## src/rtl/alu8_pkg.sv

```systemverilog
// Shared types for the 8-bit ALU command issuer: op codes, flag bit positions, FSM states.
package alu8_pkg;

    typedef enum logic [3:0] {
        ADD  = 4'h0,
        SUB  = 4'h1,
        MUL  = 4'h2,
        DIV  = 4'h3,
        AND  = 4'h4,
        OR   = 4'h5,
        NAND = 4'h6,
        NOR  = 4'h7,
        XOR  = 4'h8,
        XNOR = 4'h9,
        NOT  = 4'hA
    } alu_op_e;

    localparam logic [3:0] OP_MAX = 4'hA;

    localparam int FLAG_C = 3;
    localparam int FLAG_V = 2;
    localparam int FLAG_Z = 1;
    localparam int FLAG_N = 0;

    typedef enum logic [1:0] {
        IDLE = 2'd0,
        EXEC = 2'd1,
        RESP = 2'd2
    } state_e;

    // Divide-by-zero and codes past NOT are reported as errors.
    function automatic logic op_is_err(input logic [3:0] op, input logic [7:0] b);
        return ((op == DIV) && (b == 8'h00)) || (op > OP_MAX);
    endfunction

endpackage

```

## src/rtl/alu8_cmd_issuer.sv

```systemverilog
// Command front end for the combinational 8-bit ALU: registers operands, captures the
// result one cycle later, returns it over a valid/ready channel and keeps an accumulator.
//
// state | meaning
// IDLE  | waiting for a command, cmd_ready high
// EXEC  | ALU inputs registered, result captured at the end of this cycle
// RESP  | response held until rsp_ready; may accept the next command in the same cycle
module alu8_cmd_issuer
    import alu8_pkg::*;
#(
    parameter int         CNT_W     = 16,
    parameter logic [7:0] ACC_RESET = 8'h00
) (
    input  logic             clk,
    input  logic             rst,
    input  logic             cmd_valid,
    output logic             cmd_ready,
    input  logic [3:0]       cmd_op,
    input  logic [7:0]       cmd_a,
    input  logic [7:0]       cmd_b,
    input  logic             cmd_use_acc,
    output logic [7:0]       alu_a,
    output logic [7:0]       alu_b,
    output logic [3:0]       alu_select,
    input  logic [7:0]       alu_result,
    input  logic [3:0]       alu_flags,
    output logic             rsp_valid,
    input  logic             rsp_ready,
    output logic [7:0]       rsp_result,
    output logic [3:0]       rsp_flags,
    output logic             rsp_err,
    output logic [7:0]       acc_out,
    output logic [CNT_W-1:0] op_count
);

    state_e           r_state;
    logic [7:0]       r_alu_a;
    logic [7:0]       r_alu_b;
    logic [3:0]       r_alu_select;
    logic             r_err;
    logic             r_rsp_valid;
    logic [7:0]       r_rsp_result;
    logic [3:0]       r_rsp_flags;
    logic             r_rsp_err;
    logic [7:0]       r_acc;
    logic [CNT_W-1:0] r_op_count;

    logic             w_accept;
    logic [7:0]       w_opnd_a;

    // In RESP the next command rides on the response handshake, so ready follows rsp_ready.
    assign cmd_ready = !rst && ((r_state == IDLE) || ((r_state == RESP) && rsp_ready));
    assign w_accept  = cmd_valid && cmd_ready;
    assign w_opnd_a  = cmd_use_acc ? r_acc : cmd_a;

    always_ff @(posedge clk) begin
        if (rst) begin
            r_state      <= IDLE;
            r_alu_a      <= 8'h00;
            r_alu_b      <= 8'h00;
            r_alu_select <= 4'h0;
            r_err        <= 1'b0;
            r_rsp_valid  <= 1'b0;
            r_rsp_result <= 8'h00;
            r_rsp_flags  <= 4'h0;
            r_rsp_err    <= 1'b0;
            r_acc        <= ACC_RESET;
            r_op_count   <= '0;
        end else begin
            if (w_accept) begin
                r_alu_a      <= w_opnd_a;
                r_alu_b      <= cmd_b;
                r_alu_select <= cmd_op;
                r_err        <= op_is_err(cmd_op, cmd_b);
            end
            case (r_state)
                IDLE: begin
                    if (w_accept) begin
                        r_state <= EXEC;
                    end
                end
                EXEC: begin
                    r_rsp_result <= alu_result;
                    r_rsp_flags  <= {alu_flags[FLAG_C], alu_flags[FLAG_V],
                                     alu_flags[FLAG_Z], alu_flags[FLAG_N]};
                    r_rsp_err    <= r_err;
                    r_rsp_valid  <= 1'b1;
                    if (!r_err) begin
                        r_acc <= alu_result;
                    end
                    r_state <= RESP;
                end
                RESP: begin
                    if (rsp_ready) begin
                        r_rsp_valid <= 1'b0;
                        r_op_count  <= r_op_count + CNT_W'(1);
                        r_state     <= w_accept ? EXEC : IDLE;
                    end
                end
                default: begin
                    r_state <= IDLE;
                end
            endcase
        end
    end

    assign alu_a      = r_alu_a;
    assign alu_b      = r_alu_b;
    assign alu_select = r_alu_select;
    assign rsp_valid  = r_rsp_valid;
    assign rsp_result = r_rsp_result;
    assign rsp_flags  = r_rsp_flags;
    assign rsp_err    = r_rsp_err;
    assign acc_out    = r_acc;
    assign op_count   = r_op_count;

endmodule

```

## config.mk

```make
export PLATFORM = sky130hd
export DESIGN_NAME = alu8_cmd_issuer
export DESIGN_NICKNAME = d
export VERILOG_FILES = /design/src/rtl/alu8_pkg.sv /design/src/rtl/alu8_cmd_issuer.sv
export SDC_FILE = /design/constraint.sdc
export NUM_CORES = 1
export LEC_CHECK = 0
export ABC_AREA = 1
export ABC_CLOCK_PERIOD_IN_PS = 1350
export CAP_MARGIN = 20
export CORE_MARGIN = 2
export CORE_UTILIZATION = 39
export DETAILED_ROUTE_END_ITERATION = 7
export GPL_TIMING_DRIVEN = 0
export PLACE_DENSITY = 0.82
export SLEW_MARGIN = 20
export SYNTH_ARGS = -nofsm -noshare
export SYNTH_HDL_FRONTEND = slang
export SYNTH_SLANG_ARGS = --single-unit
```

## constraint.sdc

```tcl
create_clock -name clk -period 1.35 [get_ports clk]
set_input_delay 0.27 -clock clk [delete_from_list [all_inputs] [get_ports clk]]
set_output_delay 0.27 -clock clk [all_outputs]
set_load 0.01 [all_outputs]
```

# Yosys cells after proc, flatten, opt, wreduce, memory -nomap -nowiden

Cells that the tools add are included.

Latch bits: 0
Register bits after elaboration: 61
Output and inout bits: 59
Memory bits (read-only): 0
Logic and storage cells: 40
Input port bits: 37
Memories: 0
Memory bits (writable): 0

$mul: 0
Bitwise logic cells: 1
Shifts and indexed selects: 0
Order comparisons: 1
$add $sub $neg: 1
Div/mod/pow operators: 0
Equality and inequality tests: 5
Reduce and logical (&&, ||, !) cells: 14
Muxes and demuxes: 7

Operator list:

| kind                                                | number |
|---|---|
| adder 16 x 1 -> 16 bit, second input constant       | 1 |
| zero test 8 bit                                     | 1 |
| two-way mux 8 bit                                   | 1 |
| AND reduction 2 bit                                 | 4 |
| one-hot mux 2 bit (3 select lines)                  | 1 |
| equality test 4 x 2 -> 1 bit, second input constant | 1 |
| > comparator 4 bit, second input constant           | 1 |
| logical AND 1 bit                                   | 4 |
| two-way mux 2 bit                                   | 2 |
| inequality test 2 bit, second input constant        | 2 |
| equality test 2 x 1 -> 1 bit, second input constant | 1 |
| equality test 2 bit, second input constant          | 1 |
| zero test 2 bit                                     | 1 |
| logical OR 1 bit                                    | 2 |
| two-way mux 1 bit                                   | 2 |
| one-hot mux 1 bit (2 select lines)                  | 1 |
| nonzero test 2 bit                                  | 1 |
| zero test 1 bit                                     | 1 |
| inverter 1 bit                                      | 1 |

# Longest topological paths before layout

Gate-level depths: netlist (run 1).

Depth in word-level cells: 8
Mapped depth: 8
Depth with buffers taken out: 8

# Least setup slack after synthesis (run 1)

Ideal clock, no wire load.

Kind: reg-to-reg
From: reg r_op_count[0] (netlist: op_count[0])
To: reg r_op_count[14] (netlist: op_count[14])
Buffers on the path: 0
Setup slack: 0.022 ns
Arrival: 1.215 ns
Required time: 1.237 ns
Period minus slack after synthesis: 1.328 ns
Library setup time: 0.113 ns
Cell stages (with the launch flop): 7
Cells stage by stage: dfxtp_1 -> ha_1 -> nand4_1 -> nor2_1 -> nand3_1 -> nor2_1 -> nor2_1

Longest elaborated chain between the ends: 1

RTL lines:

| item                   | RTL line              | text |
|---|---|---|
| from (decl)            | alu8_cmd_issuer.sv:46 | `logic [CNT_W-1:0] r_op_count;` |
| from (signal assigned) | alu8_cmd_issuer.sv:96 | `r_op_count <= r_op_count + CNT_W'(1);` |
| adder 16 x 1 -> 16 bit | alu8_cmd_issuer.sv:96 |  |

Every way passes these cells.
A chain may end at the register's enable or synchronous reset.

# Final worst setup path (run 1)

From: reg r_state[0]
To: out cmd_ready

Longest elaborated chain between the ends: 4
Elaborated cells between the ends (all ways): 5
Those cells by class: eq/ne: 1; reduce/logical: 4

RTL lines:

| item                   | RTL line              | text |
|---|---|---|
| from (decl)            | alu8_cmd_issuer.sv:36 | `state_e r_state;` |
| from (signal assigned) | alu8_cmd_issuer.sv:97 | `r_state <= w_accept ? EXEC : IDLE;` |
| equality test 2 bit    | alu8_cmd_issuer.sv:52 | `assign cmd_ready = !rst && ((r_state == IDLE) \|\| ((r_state == RESP) && rsp_ready));` |
| logical AND 1 bit      | alu8_cmd_issuer.sv:52 |  |
| logical OR 1 bit (*)   | alu8_cmd_issuer.sv:52 |  |
| logical AND 1 bit (*)  | alu8_cmd_issuer.sv:52 |  |
| to (decl)              | alu8_cmd_issuer.sv:17 | `output logic cmd_ready,` |

Mark *: on every way between the ends. The rest lies on a longest branch, timed or not.

==> summary.md, run 1 <==
| Metric | Value |
|---|---|
| Status | finished, final reports clean |
| Synth cell types | 26 |
| FF-to-FF setup slack | 0.07 ns |
| Post-synthesis mux area share | 3.284% |
| Drt total wl | around 6500 um |
| Core area | 0.005991 mm^2 |
| Adder-Cell Fraction of Synth Area | 0.5131% |
| Initial antenna violation count | 0 |
| Drt pass-1 iters | 5 |
| Register share of total power | 47.2% |
| Post-route cell area | between 0.003 and 0.004 mm^2 |
| Max Clock Freq | approximately 760 MHz |
| Die H | 83.08 um |
| Final number of hold-violating endpoints | 0 |
| Commonest cells after routing, fill and taps aside | 66 x nand2_1, 59 x dlygate4sd2_1, 56 x dfxtp_1, 47 x a21oi_1, 33 x clkdlybuf4s50_1 |
| Relative slew slack | 64.22% |
| Area of the die | 0.006901 mm^2 |
| Fin nets | 464 |
| Power share of the combinational group | 12.3% |
| Area growth, synth to finish | 51.00% |
| Via/cell ratio | 4.822 |
| DRC viols | 0 |
| GR Overflow Total | 0 |
| I/O Buffers | 93 |
| Critical path type | flip-flop to output port |
| P_sw | between 1 and 1.5 mW |
| WP data required | 1.08 ns |
| Clock-pin transition on the worst setup and hold timing paths | 0.07 ns |
| Mean Syn Cell Area | about 7.6 um^2 |
| Htree depth | 3 |
| Seq/Total Area, Yosys | 50.08% |
| CP top delay family | flip-flops |
| Clock share of power | between 40% and 50% |
| Clock Skew | 0.008047 ns |
| # clock sinks | 61 |
| I/O Pins | 96 |
| Worst min-delay path class | input pin to flip-flop |
| Peak VDD IR | 0.0007894 V |
| Buf+Inv Stages, Crit Path | 2 |
| Skew-Pair Late Insertion Delay | 0.33 ns |
| CP max-delay cell | dfxtp_2 |
| Ys Warns | 0 |
| Clock Tree Root | clkbuf_8 |
| Layout cells sized above 1 | a little over a tenth |
| Num rows | 28 |
| Simple-gate share of the synthesized area | 21.86% |
| Post-Syn Instances | 321 |
| CP Max Fanout | 2 |
| PD cells | 1115 mW/mm^2 |
| RSZ-0062 raised after global routing | true |
| Vias in the first global route | 2425 |
| CTS Buf Count | 9 |
| Lkg Pwr | 1.688 nW |
| Final HPWL from detailed placement | 4853 um |
| Largest net degree at the start of global routing | 11 |
| Final setup vio count | 0 |
| Setup ws final | between 0.03 and 0.04 ns |
| ANT cells | 0 |
| Max Slew Vio Count | 0 |
| Mapped Area | 0.002439 mm^2 |
| Setup TNS | 0 ns |
| First-pass GRT wire length | 10700 um |
| Tcrit/Tclk final | 97.67% |
| Final GP Congestion | roughly 0.79 |
| Initial Utilization | around 41% |
| Switching part of the total | 24.63% |
| Startpoint Class | flip-flop |
| Int Pwr | ~3.1 mW |
| CP Capture Type | output port |
| Most common cell after layout, fill and taps aside | nand2_1 |
| Dpl cell area | 0.003463 mm^2 |
| Synth Area in Compound Gates | 15.91% |
| WL per Instance | 12.93 um |
| Slew of the pin with the lowest slew margin | 0.5367 ns |
| CP cell instances | nor2_4 -> inv_2 -> a21oi_1 -> buf_2 |
| Syn Nets | 359 |
| Crit path largest cell delay | 0.34 ns |
| Fin crit period | around 1.3 ns |
| Routed Antenna Nets | 0 |
| 1st-iter DRT viols | 86 |
| Largest family of logic cells by synthesized area | simple AND/OR/NAND/NOR gates |
| Die X | 83.08 um |
| CP Data Arrival Time | between 1 and 1.5 ns |
| Via Count | about 2400 |
| Register bit count reported by yosys | between 60 and 70 |
| Max-Cap Viols | 0 |
| Xor/xnor share of the synthesized area | less than 1% |
| GRT Total Usage | 18.85% |
| Dpl ws | -0.4625 ns |
| Max Root-Sink Buffers | 2 |
| CTS tree | done |
[cell type report]
class | count | area (um^2)
Tap cell | 75 | 93.84
Sequential cell | 61 | 1232
Buffer | 14 | 77.57
Multi-Input combinational cell | 214 | 1092
Fill cell | 572 | 2308
Inverter | 31 | 116.4
Clock buffer | 13 | 158.9
Clock inverter | 3 | 43.79
Timing Repair Buffer | 95 | 867.1
[registers in the layout, summed over array words and instances, names as in the netlist, 2 cells and up]
signal / cells
r_state: 2
alu_b: 8
rsp_result: 8
acc_out: 8
op_count: 16
rsp_flags: 4
alu_select: 4
alu_a: 8
[path summary, 6_finish.rpt]
check	start	endpoint	cells past startpoint
max reg2reg	op_count[6]	op_count[10]	7
min reg2reg	alu_b[2]	alu_b[2]	2
min	rst	r_err	2
max	r_state[0]	cmd_ready	4
[layer usage]
layer  up-vias  wire length [um]  share of wire (%)  track usage, %
li1       1258                 -                  -               -
met1      1103              2705                 41           20.65
met2        71              3225                 49           32.92
met3         8               522                8.0           6.362
met4         0                89                1.4           8.346
met5         -                 0                  0               0
[power by group through the flow]
stage	sequential, mW	clock [mW]	combinational [mW]
6_report	1.94	1.66	0.506
5_1_grt	1.95	1.76	0.558
4_1_cts	1.93	1.70	0.503
3_5_place_dp	1.98	0	0.552
3_3_place_gp	1.97	0	0.542
2_1_floorplan	2.01	0	0.191
[repair_timing]
action	in CTS	in global routing
hold buffers	0	0
setup endpoints to repair	92	42
pin swaps	2	6
gates resized for setup	71	24
buffers inserted	2	0
[through the flow]
| step | util (%) | total power, mW | cells | hold WS [ns] |
|---|---|---|---|---|
| 2_1_floorplan | - | 2.197 | 321 | 0.4049 |
| 3_3_place_gp | 57.81 | 2.517 | 489 | 0.4457 |
| 3_5_place_dp | 57.81 | 2.527 | 489 | 0.4562 |
| 4_1_cts | 60.36 | 4.138 | 506 | 0.2526 |
| 5_1_grt | 61.47 | 4.259 | 506 | 0.3123 |
| 6_report | 61.47 | 4.105 | 506 | 0.2806 |
[cells in the mapped netlist]
library cell	count	share of area [%]
xor2_1	2	0.72
nor3_1	7	1.4
o21ai_0	26	5.3
o21bai_1	1	0.31
a21oi_1	47	9.6
nand2_1	67	10
dfxtp_1	61	50
nand3_1	10	2.1
clkbuf_2	2	0.41
nor2_1	34	5.2
buf_6	1	0.46
o21ai_1	1	0.21
nor2_4	2	0.92
inv_1	30	4.6
ha_1	1	0.51
nor3b_1	1	0.31
nand3b_1	1	0.31
or2_1	1	0.26
buf_2	3	0.62
mux2i_1	8	3.3
buf_1	3	0.46
o211a_1	1	0.41
nand4_1	3	0.77
clkbuf_1	6	0.92
and2_1	1	0.26
inv_2	1	0.15
[cells by family (layout without fill, tap and decap cells)]
kind of cell,after synthesis,count (layout)
simple gates,127,127
compound gates,76,76
flops,61,61
buf+inv,46,156
mux,8,8
xor+xnor,2,2
fa+ha+maj,1,1
No activity file was read; power rests on OpenSTA's default activity.
==> inputs of run 2 (changes only) <==
--- a/config.mk
+++ b/config.mk
@@ -6,7 +6,6 @@
 export NUM_CORES = 1
 export LEC_CHECK = 0
 export ABC_AREA = 1
-export ABC_CLOCK_PERIOD_IN_PS = 1350
 export CAP_MARGIN = 20
 export CORE_MARGIN = 2
 export CORE_UTILIZATION = 39
==> results of run 2 <==
Same layout as run 1: the final DEF is identical, and so are final timing and power.
